$ cat src/rtl/smu_bus_pkg.sv
// Shared types and memory-map constants for the data-bus fabric.
// Imported by smu_addr_decode and smu_bus_fabric.
package smu_bus_pkg;

    typedef enum logic [1:0] {
        IDLE,
        WAIT,
        ERR
    } bus_state_t;

    localparam logic ERR_RDATA = 1'b0;

    localparam logic [31:0] DMEM_BASE  = 32'h1000_0000;
    localparam logic [31:0] DMEM_MASK  = 32'hFFFF_C000;
    localparam logic [31:0] TBMAN_BASE = 32'h8000_0000;
    localparam logic [31:0] TBMAN_MASK = 32'hFFFF_0000;
    localparam logic [31:0] TIMER_BASE = 32'h4000_0000;
    localparam logic [31:0] TIMER_MASK = 32'hFFFF_FF00;
    localparam logic [31:0] GPIO_BASE  = 32'h4000_0100;
    localparam logic [31:0] GPIO_MASK  = 32'hFFFF_FF00;
    localparam logic [31:0] UART_BASE  = 32'h4000_0200;
    localparam logic [31:0] UART_MASK  = 32'hFFFF_FF00;

    function automatic int sel_width(input int n);
        return (n > 1) ? $clog2(n) : 1;
    endfunction

endpackage

$ cat src/rtl/smu_addr_decode.sv
// Base/mask address compare with lowest-index priority.
// Produces hit flag, binary select index and one-hot select.
module smu_addr_decode
    import smu_bus_pkg::*;
#(
    parameter int NUM_SLAVES = 4,
    parameter int AWIDTH     = 32,
    parameter int SELW       = 2,
    parameter logic [NUM_SLAVES*AWIDTH-1:0] SLV_BASE = '0,
    parameter logic [NUM_SLAVES*AWIDTH-1:0] SLV_MASK = '0
) (
    input  logic [AWIDTH-1:0]     addr_i,
    output logic                  hit_o,
    output logic [SELW-1:0]       sel_o,
    output logic [NUM_SLAVES-1:0] onehot_o
);

    logic [NUM_SLAVES-1:0] match;

    // full-width compare of every slave window
    always_comb begin
        match = '0;
        for (int i = 0; i < NUM_SLAVES; i++) begin
            match[i] = ((addr_i & SLV_MASK[i*AWIDTH +: AWIDTH])
                        == SLV_BASE[i*AWIDTH +: AWIDTH]);
        end
    end

    // priority encode: scanning downward leaves the lowest hit
    always_comb begin
        sel_o = '0;
        for (int i = NUM_SLAVES - 1; i >= 0; i--) begin
            if (match[i]) sel_o = SELW'(i);
        end
    end

    assign hit_o    = |match;
    assign onehot_o = match & (~match + NUM_SLAVES'(1));

endmodule

$ cat src/rtl/smu_bus_fabric.sv
// Memory-mapped data-bus fabric: decode, wait states, error responses.
// Define BUS_TIMEOUT_EN to enable the WAIT-state timeout counter.
module smu_bus_fabric
    import smu_bus_pkg::*;
#(
    parameter int NUM_SLAVES = 4,
    parameter int AWIDTH     = 32,
    parameter int DWIDTH     = 32,
    parameter logic [NUM_SLAVES*AWIDTH-1:0] SLV_BASE = '0,
    parameter logic [NUM_SLAVES*AWIDTH-1:0] SLV_MASK = '0,
    parameter int TIMEOUT_CYCLES = 16
) (
    input  logic                         clk,
    input  logic                         reset,
    input  logic                         m_req,
    input  logic                         m_we,
    input  logic [AWIDTH-1:0]            m_addr,
    input  logic [DWIDTH-1:0]            m_wdata,
    input  logic [DWIDTH/8-1:0]          m_be,
    output logic [DWIDTH-1:0]            m_rdata,
    output logic                         m_ready,
    output logic                         m_err,
    output logic [NUM_SLAVES-1:0]        s_cs_n,
    output logic                         s_we,
    output logic [AWIDTH-1:0]            s_addr,
    output logic [DWIDTH-1:0]            s_wdata,
    output logic [DWIDTH/8-1:0]          s_be,
    input  logic [NUM_SLAVES*DWIDTH-1:0] s_rdata,
    input  logic [NUM_SLAVES-1:0]        s_ready,
    output logic [AWIDTH-1:0]            err_addr
);

    localparam int SELW = sel_width(NUM_SLAVES);

    bus_state_t            state_q, state_d;
    logic [SELW-1:0]       sel_q, sel_d;
    logic [AWIDTH-1:0]     err_addr_q, err_addr_d;

    logic                  dec_hit;
    logic [SELW-1:0]       dec_sel;
    logic [NUM_SLAVES-1:0] dec_oh;
    logic [NUM_SLAVES-1:0] sel_oh;
    logic [NUM_SLAVES-1:0] cs_oh, cs_g;
    logic                  ready_c, err_c;

`ifdef BUS_TIMEOUT_EN
    localparam logic [7:0] TC_LAST = 8'(TIMEOUT_CYCLES - 1);
    logic [7:0]            cnt_q, cnt_d;
`else
    localparam int unused_timeout = TIMEOUT_CYCLES;
`endif

    smu_addr_decode #(
        .NUM_SLAVES (NUM_SLAVES),
        .AWIDTH     (AWIDTH),
        .SELW       (SELW),
        .SLV_BASE   (SLV_BASE),
        .SLV_MASK   (SLV_MASK)
    ) u_dec (
        .addr_i   (m_addr),
        .hit_o    (dec_hit),
        .sel_o    (dec_sel),
        .onehot_o (dec_oh)
    );

    assign sel_oh = NUM_SLAVES'(1) << sel_q;

    // next-state, select and response generation
    always_comb begin
        state_d    = state_q;
        sel_d      = sel_q;
        err_addr_d = err_addr_q;
        cs_oh      = '0;
        ready_c    = 1'b0;
        err_c      = 1'b0;
`ifdef BUS_TIMEOUT_EN
        cnt_d      = cnt_q;
`endif
        unique case (state_q)
            IDLE: begin
                if (m_req) begin
                    if (dec_hit) begin
                        cs_oh = dec_oh;
                        if (|(s_ready & dec_oh)) begin
                            ready_c = 1'b1;
                        end else begin
                            state_d = WAIT;
                            sel_d   = dec_sel;
`ifdef BUS_TIMEOUT_EN
                            cnt_d   = '0;
`endif
                        end
                    end else begin
                        state_d    = ERR;
                        err_addr_d = m_addr;
                    end
                end
            end
            WAIT: begin
                if (!m_req) begin
                    state_d = IDLE;
                end else begin
                    cs_oh = sel_oh;
                    if (|(s_ready & sel_oh)) begin
                        ready_c = 1'b1;
                        state_d = IDLE;
                    end
`ifdef BUS_TIMEOUT_EN
                    else if (cnt_q == TC_LAST) begin
                        state_d    = ERR;
                        err_addr_d = m_addr;
                    end else begin
                        cnt_d = cnt_q + 8'd1;
                    end
`endif
                end
            end
            ERR: begin
                ready_c = 1'b1;
                err_c   = 1'b1;
                state_d = IDLE;
            end
            default: state_d = IDLE;
        endcase
    end

    // reset forces every strobe inactive without waiting for a clock
    always_comb begin
        cs_g    = reset ? '0 : cs_oh;
        m_ready = ready_c & ~reset;
        m_err   = err_c & ~reset;
    end

    // AND-OR read-data mux, zero unless a slave completes
    always_comb begin
        m_rdata = {DWIDTH{ERR_RDATA}};
        for (int i = 0; i < NUM_SLAVES; i++) begin
            m_rdata = m_rdata | (s_rdata[i*DWIDTH +: DWIDTH]
                      & {DWIDTH{cs_g[i] & m_ready}});
        end
    end

    assign s_cs_n   = ~cs_g;
    assign s_we     = m_we & (|cs_g);
    assign s_addr   = m_addr;
    assign s_wdata  = m_wdata;
    assign s_be     = m_be;
    assign err_addr = err_addr_q;

    // state, latched select and error address
    always_ff @(posedge clk or posedge reset) begin
        if (reset) begin
            state_q    <= IDLE;
            sel_q      <= '0;
            err_addr_q <= '0;
        end else begin
            state_q    <= state_d;
            sel_q      <= sel_d;
            err_addr_q <= err_addr_d;
        end
    end

`ifdef BUS_TIMEOUT_EN
    // wait-state counter
    always_ff @(posedge clk or posedge reset) begin
        if (reset) cnt_q <= '0;
        else       cnt_q <= cnt_d;
    end
`endif

endmodule

$ cat config.mk
export PLATFORM = sky130hd
export DESIGN_NAME = smu_bus_fabric
export DESIGN_NICKNAME = d
export VERILOG_FILES = /design/src/rtl/smu_bus_pkg.sv /design/src/rtl/smu_addr_decode.sv /design/src/rtl/smu_bus_fabric.sv
export SDC_FILE = /design/constraint.sdc
export NUM_CORES = 1
export LEC_CHECK = 0
export ABC_CLOCK_PERIOD_IN_PS = 800
export BUFFER_PORTS_ARGS = -buffer_cell sky130_fd_sc_hd__buf_2
export CAP_MARGIN = 30
export CORE_AREA = 2 2 133 135
export DETAILED_ROUTE_END_ITERATION = 12
export DIE_AREA = 0 0 135 137
export PLACE_DENSITY = 0.47
export SLEW_MARGIN = 10
export SYNTH_ARGS = -nofsm -noshare
export SYNTH_HDL_FRONTEND = slang
export SYNTH_SLANG_ARGS = --single-unit
$ cat constraint.sdc
create_clock -name clk -period 0.8 [get_ports clk]
set_input_delay 0.04 -clock clk [delete_from_list [all_inputs] [get_ports clk]]
set_output_delay 0.04 -clock clk [all_outputs]
set_load 0.02 [all_outputs]
## After elaboration in Yosys (flattened, before gate mapping)

Index checks and enable logic that the tools add are counted.

| cells by class | value |
|---|---|
| reductions and logical operators | 4 |
| mux-type cells | 12 |
| bitwise operators | 16 |
| equality and inequality tests | 5 |

Operator list:

| operator | count |
|---|---|
| bitwise AND 32 bit | 4 |
| bitwise OR 32 bit | 3 |
| 2-to-1 mux 2 bit | 4 |
| bitwise AND 1 bit | 7 |
| 2-to-1 mux 1 bit | 5 |
| 2-to-1 mux 4 bit | 1 |
| != test 2 bit, second input constant | 2 |
| inverter 4 bit | 1 |
| case mux 2 bit (2 select lines) | 1 |
| OR reduction 4 bit | 1 |
| != test 3 bit, second input constant | 1 |
| AND reduction 3 bit | 1 |
| equality test 2 x 1 -> 1 bit, second input constant | 1 |
| equality test 2 bit, second input constant | 1 |
| zero test 2 bit | 1 |
| case mux 1 bit (2 select lines) | 1 |
| OR reduction 2 bit | 1 |
| inverter 1 bit | 1 |

| storage, ports and cells | value |
|---|---|
| bits of input ports | 204 |
| flip-flop bits (word level) | 2 |

## Longest topological paths before layout

| depth | value |
|---|---|
| depth in word-level cells | 9 |
| depth in mapped cells | 2 |
| depth with buffers taken out | 1 |

## Cells and area by module

From an unflattened synthesis, not the netlist that was laid out.

| second synthesis, totals | value |
|---|---|
| cell total of the unflattened synthesis | 292 |
| area, all modules | 2831.5 um^2 |

Modules (own cells, without submodules):

| module | area each (um^2) | times used | cells each |
|---|---|---|---|
| smu_bus_fabric | 2771.4 | 1 | 283 |
| smu_addr_decode | 60.1 | 1 | 9 |

## Least setup slack after synthesis

Ideal clock, no wire load.

| timing | value |
|---|---|
| path type | input to output |
| start | in s_ready[0] |
| end | out m_rdata[12] |
| data required time | 0.760 ns |
| arrival | 0.547 ns |
| cell stages on the path | 2 |
| slack | 0.213 ns |
| cells stage by stage | clkbuf_1 > and4b_1 |

| between the ends | value |
|---|---|
| longest elaborated chain between the ends | 9 |
| elaborated cells on any way between the ends | 15 |
| classes of those cells | 3 x mux; 12 x bitwise |

RTL lines:

| what | line | source |
|---|---|---|
| from (decl) | smu_bus_fabric.sv:29 | `input logic [NUM_SLAVES-1:0] s_ready,` |
| 2-to-1 mux 1 bit * | smu_bus_fabric.sv:84 | `if (\|(s_ready & dec_oh)) begin` |
| 2-to-1 mux 1 bit * | smu_bus_fabric.sv:81 | `if (m_req) begin` |
| case mux 1 bit (2 select lines) * | smu_bus_fabric.sv:79 | `unique case (state_q)` |
| bitwise AND 1 bit * | smu_bus_fabric.sv:130 | `m_ready = ready_c & ~reset;` |
| bitwise AND 1 bit | smu_bus_fabric.sv:139 | `& {DWIDTH{cs_g[i] & m_ready}});` |
| bitwise AND 32 bit | smu_bus_fabric.sv:139 |  |
| bitwise OR 32 bit (2 in series) | smu_bus_fabric.sv:138 | `m_rdata = m_rdata \| (s_rdata[i*DWIDTH +: DWIDTH]` |
| bitwise OR 32 bit * | smu_bus_fabric.sv:138 |  |
| to (decl) | smu_bus_fabric.sv:20 | `output logic [DWIDTH-1:0] m_rdata,` |

Mark *: on every way between the ends. The rest lies on a longest branch, timed or not.

## Final worst setup path

| timing | value |
|---|---|
| start | in reset |
| end | out m_rdata[17] |

| between the ends | value |
|---|---|
| longest elaborated chain between the ends | 7 |
| elaborated cells on any way between the ends | 14 |
| classes of those cells | 1 x mux; 13 x bitwise |

RTL lines:

| what | line | source |
|---|---|---|
| from (decl) | smu_bus_fabric.sv:14 | `input logic reset,` |
| inverter 1 bit | smu_bus_fabric.sv:130 |  |
| bitwise AND 1 bit | smu_bus_fabric.sv:130 |  |
| bitwise AND 1 bit | smu_bus_fabric.sv:139 |  |
| bitwise AND 32 bit | smu_bus_fabric.sv:139 |  |
| bitwise OR 32 bit (2 in series) | smu_bus_fabric.sv:138 |  |
| bitwise OR 32 bit * | smu_bus_fabric.sv:138 |  |

Marks and branches as above.

==> key figures <==
Power
  – Pleak: 0.6922 nW
  – Max VDD drop: 167.6 µV
  – Power density cells: 420.6 nW/µm²

Run status
  – Status: completed

Detailed routing
  – Initial DRC Count: 14
  – Routed WL: 4053 µm
  – DR vias/cell: 2.259
  – Drt pass-1 iters: 4
  – Via count: 845
  – Antenna viol nets, final: 0
  – Drt wl/cell: 10.84 µm
  – Drt drc: 0

Global route
  – Initial antenna violation count: 3
  – Overall routing resource usage: 3.914%
  – Grt total ovfl: 0
  – First-pass GRT wire length: 5313 µm
  – Largest net degree at the start of global routing: 25
  – Vias in the first global route: 753

Floorplanning
  – # IOs: 343
  – Starting density of the core: 7.160%
  – Die area: 18500 µm²
  – CORE AREA: 17060 µm²
  – Die width: 135 µm
  – Row cnt: 48
  – Die Y-Extent: 137 µm

Cells and area
  – Nets: 354
  – Layout cell share with drive strength beyond 1: 56.76%
  – Clk_buf instances: 0
  – Storage cell area: 0 µm²
  – Area growth from synthesis to layout: 2.972%
  – Num sequential: 0
  – Final instance area: 1257 µm²
  – Final cell count without fillers: 374

Timing
  – Worst Slack Setup Final: 28.56 ps
  – RSZ-0062 raised after global routing: no
  – Worst hold slack: 80.01 ps
  – Fin crit period: 771.4 ps
  – Final Hold Viols: 0
  – Final worst-path cycle share: 96.43%
  – Fmax: 1296 MHz
  – Final setup TNS: 0 ps
  – Final setup vio count: 0
  – Fin. max-slew vios: 0

Synth
  – Yosys top cell area share: 63.93%
  – Post-Synth Simple-Gate Area: 28.89%
  – Dominant cells by area after synthesis: buf_4 64%, and4b_1 22%, buf_6 5.5%
  – Mapped Area: 1221 µm²
  – Largest family of logic cells by synthesized area: buffers and inverters
  – Synth Area in Adders: 0%
  – Synth Instances: 150
  – Post-synth top area cell: buf_4
  – Post-synthesis mux area share: 0%
  – Post-synthesis compound-gate area fraction: 0%
  – Synth warn: 0
  – XOR/XNOR Fraction of Synth Area: 0%
  – Yosys cell types: 9
  – Syn avg cell area: 8.141 µm²
  – Sequential-to-total area share from yosys stat: 0%

Worst setup path
  – CP required: 760 ps
  – Crit path DAT: 730 ps
  – Crit Path Max Fanout: 23
  – Crit end category: primary output
  – Critical Setup Path Class: input pin to primary output
  – Startpoint types: input pin

Placement
  – Setup WS pre-CTS: -13.29 ps
  – # placed instances: 373
  – GPL Wtd Cong: 0.6561
  – Placed cell areas: 1207 µm²
  – Hpwl dp: 3604 µm
  – Number of port buffers: 71

Worst hold path
  – Worst Hold Depth: 0
  – Tightest Hold Check Type: input pin to primary output

Clock tree
  – Hold_buf cts: 0

Run
  – Max-cap violations: 0
-- synth_stat cells --
master and n:
and3b_2 2, and4b_1 27, and4b_2 5, buf_4 104, buf_6 6, clkbuf_1 2
clkbuf_2 1, conb_1 2, nand2b_1 1
-- worst paths after layout --
| path | startpoint | endpoint | slack (ps) |
|---|---|---|---|
| max | reset | m_rdata[17] | 30 |
| min | m_addr[23] | s_addr[23] | 80 |
-- cells in the final DEF (no fill, tap or decap) --
cell	netlist	final
buf_2	0	55
conb_1	2	36
and4b_1	27	27
buf_4	104	17
and4b_2	5	5
buf_12	0	3
and3b_2	2	2
buf_6	6	2
diode_2	0	1
nand2b_1	1	1
-- cell type report --
type / count / area (µm²)
diodes: 1 / 2.502
multi-input cells: 71 / 488.0
fillers: 2028 / 15800
repair buffers: 77 / 485.5
well taps: 225 / 281.5
-- power breakdown --
group | leakage (nW) | switching, mW | internal [mW] | total, mW
clock network | 0.00000634 | 0 | 0.000000167 | 0.000000167
logic | 0.692 | 0.339 | 0.190 | 0.529
registers | 0 | 0 | 0 | 0
total | 0.692 | 0.339 | 0.190 | 0.529
-- worst max-delay path: stages --
cell and delay [ps]:
buf_2 120, buf_12 150, and4b_1 260, buf_4 150
-- kinds of logic after synthesis --
family / count (synthesis)
other: 2
and+or+nand+nor: 35
buffers and inverters: 113
-- per-stage QoR --
| step | power (mW) | utilization (%) |
|---|---|---|
| final | 0.5289 | 7.372 |
| after global routing | 0.5765 | 7.358 |
| after CTS | 0.5224 | 7.123 |
| after detailed placement | 0.5201 | 7.079 |
| after global placement | 0.5169 | 7.079 |
| after floorplan | 0.9630 | - |
-- layer usage --
metal,part of all wire [%],global-route usage [%],wire (µm),up-vias
met5,0.67,0,27,-
met4,2.4,1.331,97,4
met3,24,3.630,990,26
met2,44,6.402,1778,91
met1,29,3.431,1158,357
li1,-,-,-,367
-- repair_timing --
action	4_1_cts	5_1_grt
endpoints found under the setup margin	3	15
setup buffers	0	0
hold endpoints to repair	0	0
resized for setup	3	19
Power figures use the tool's default switching activity.
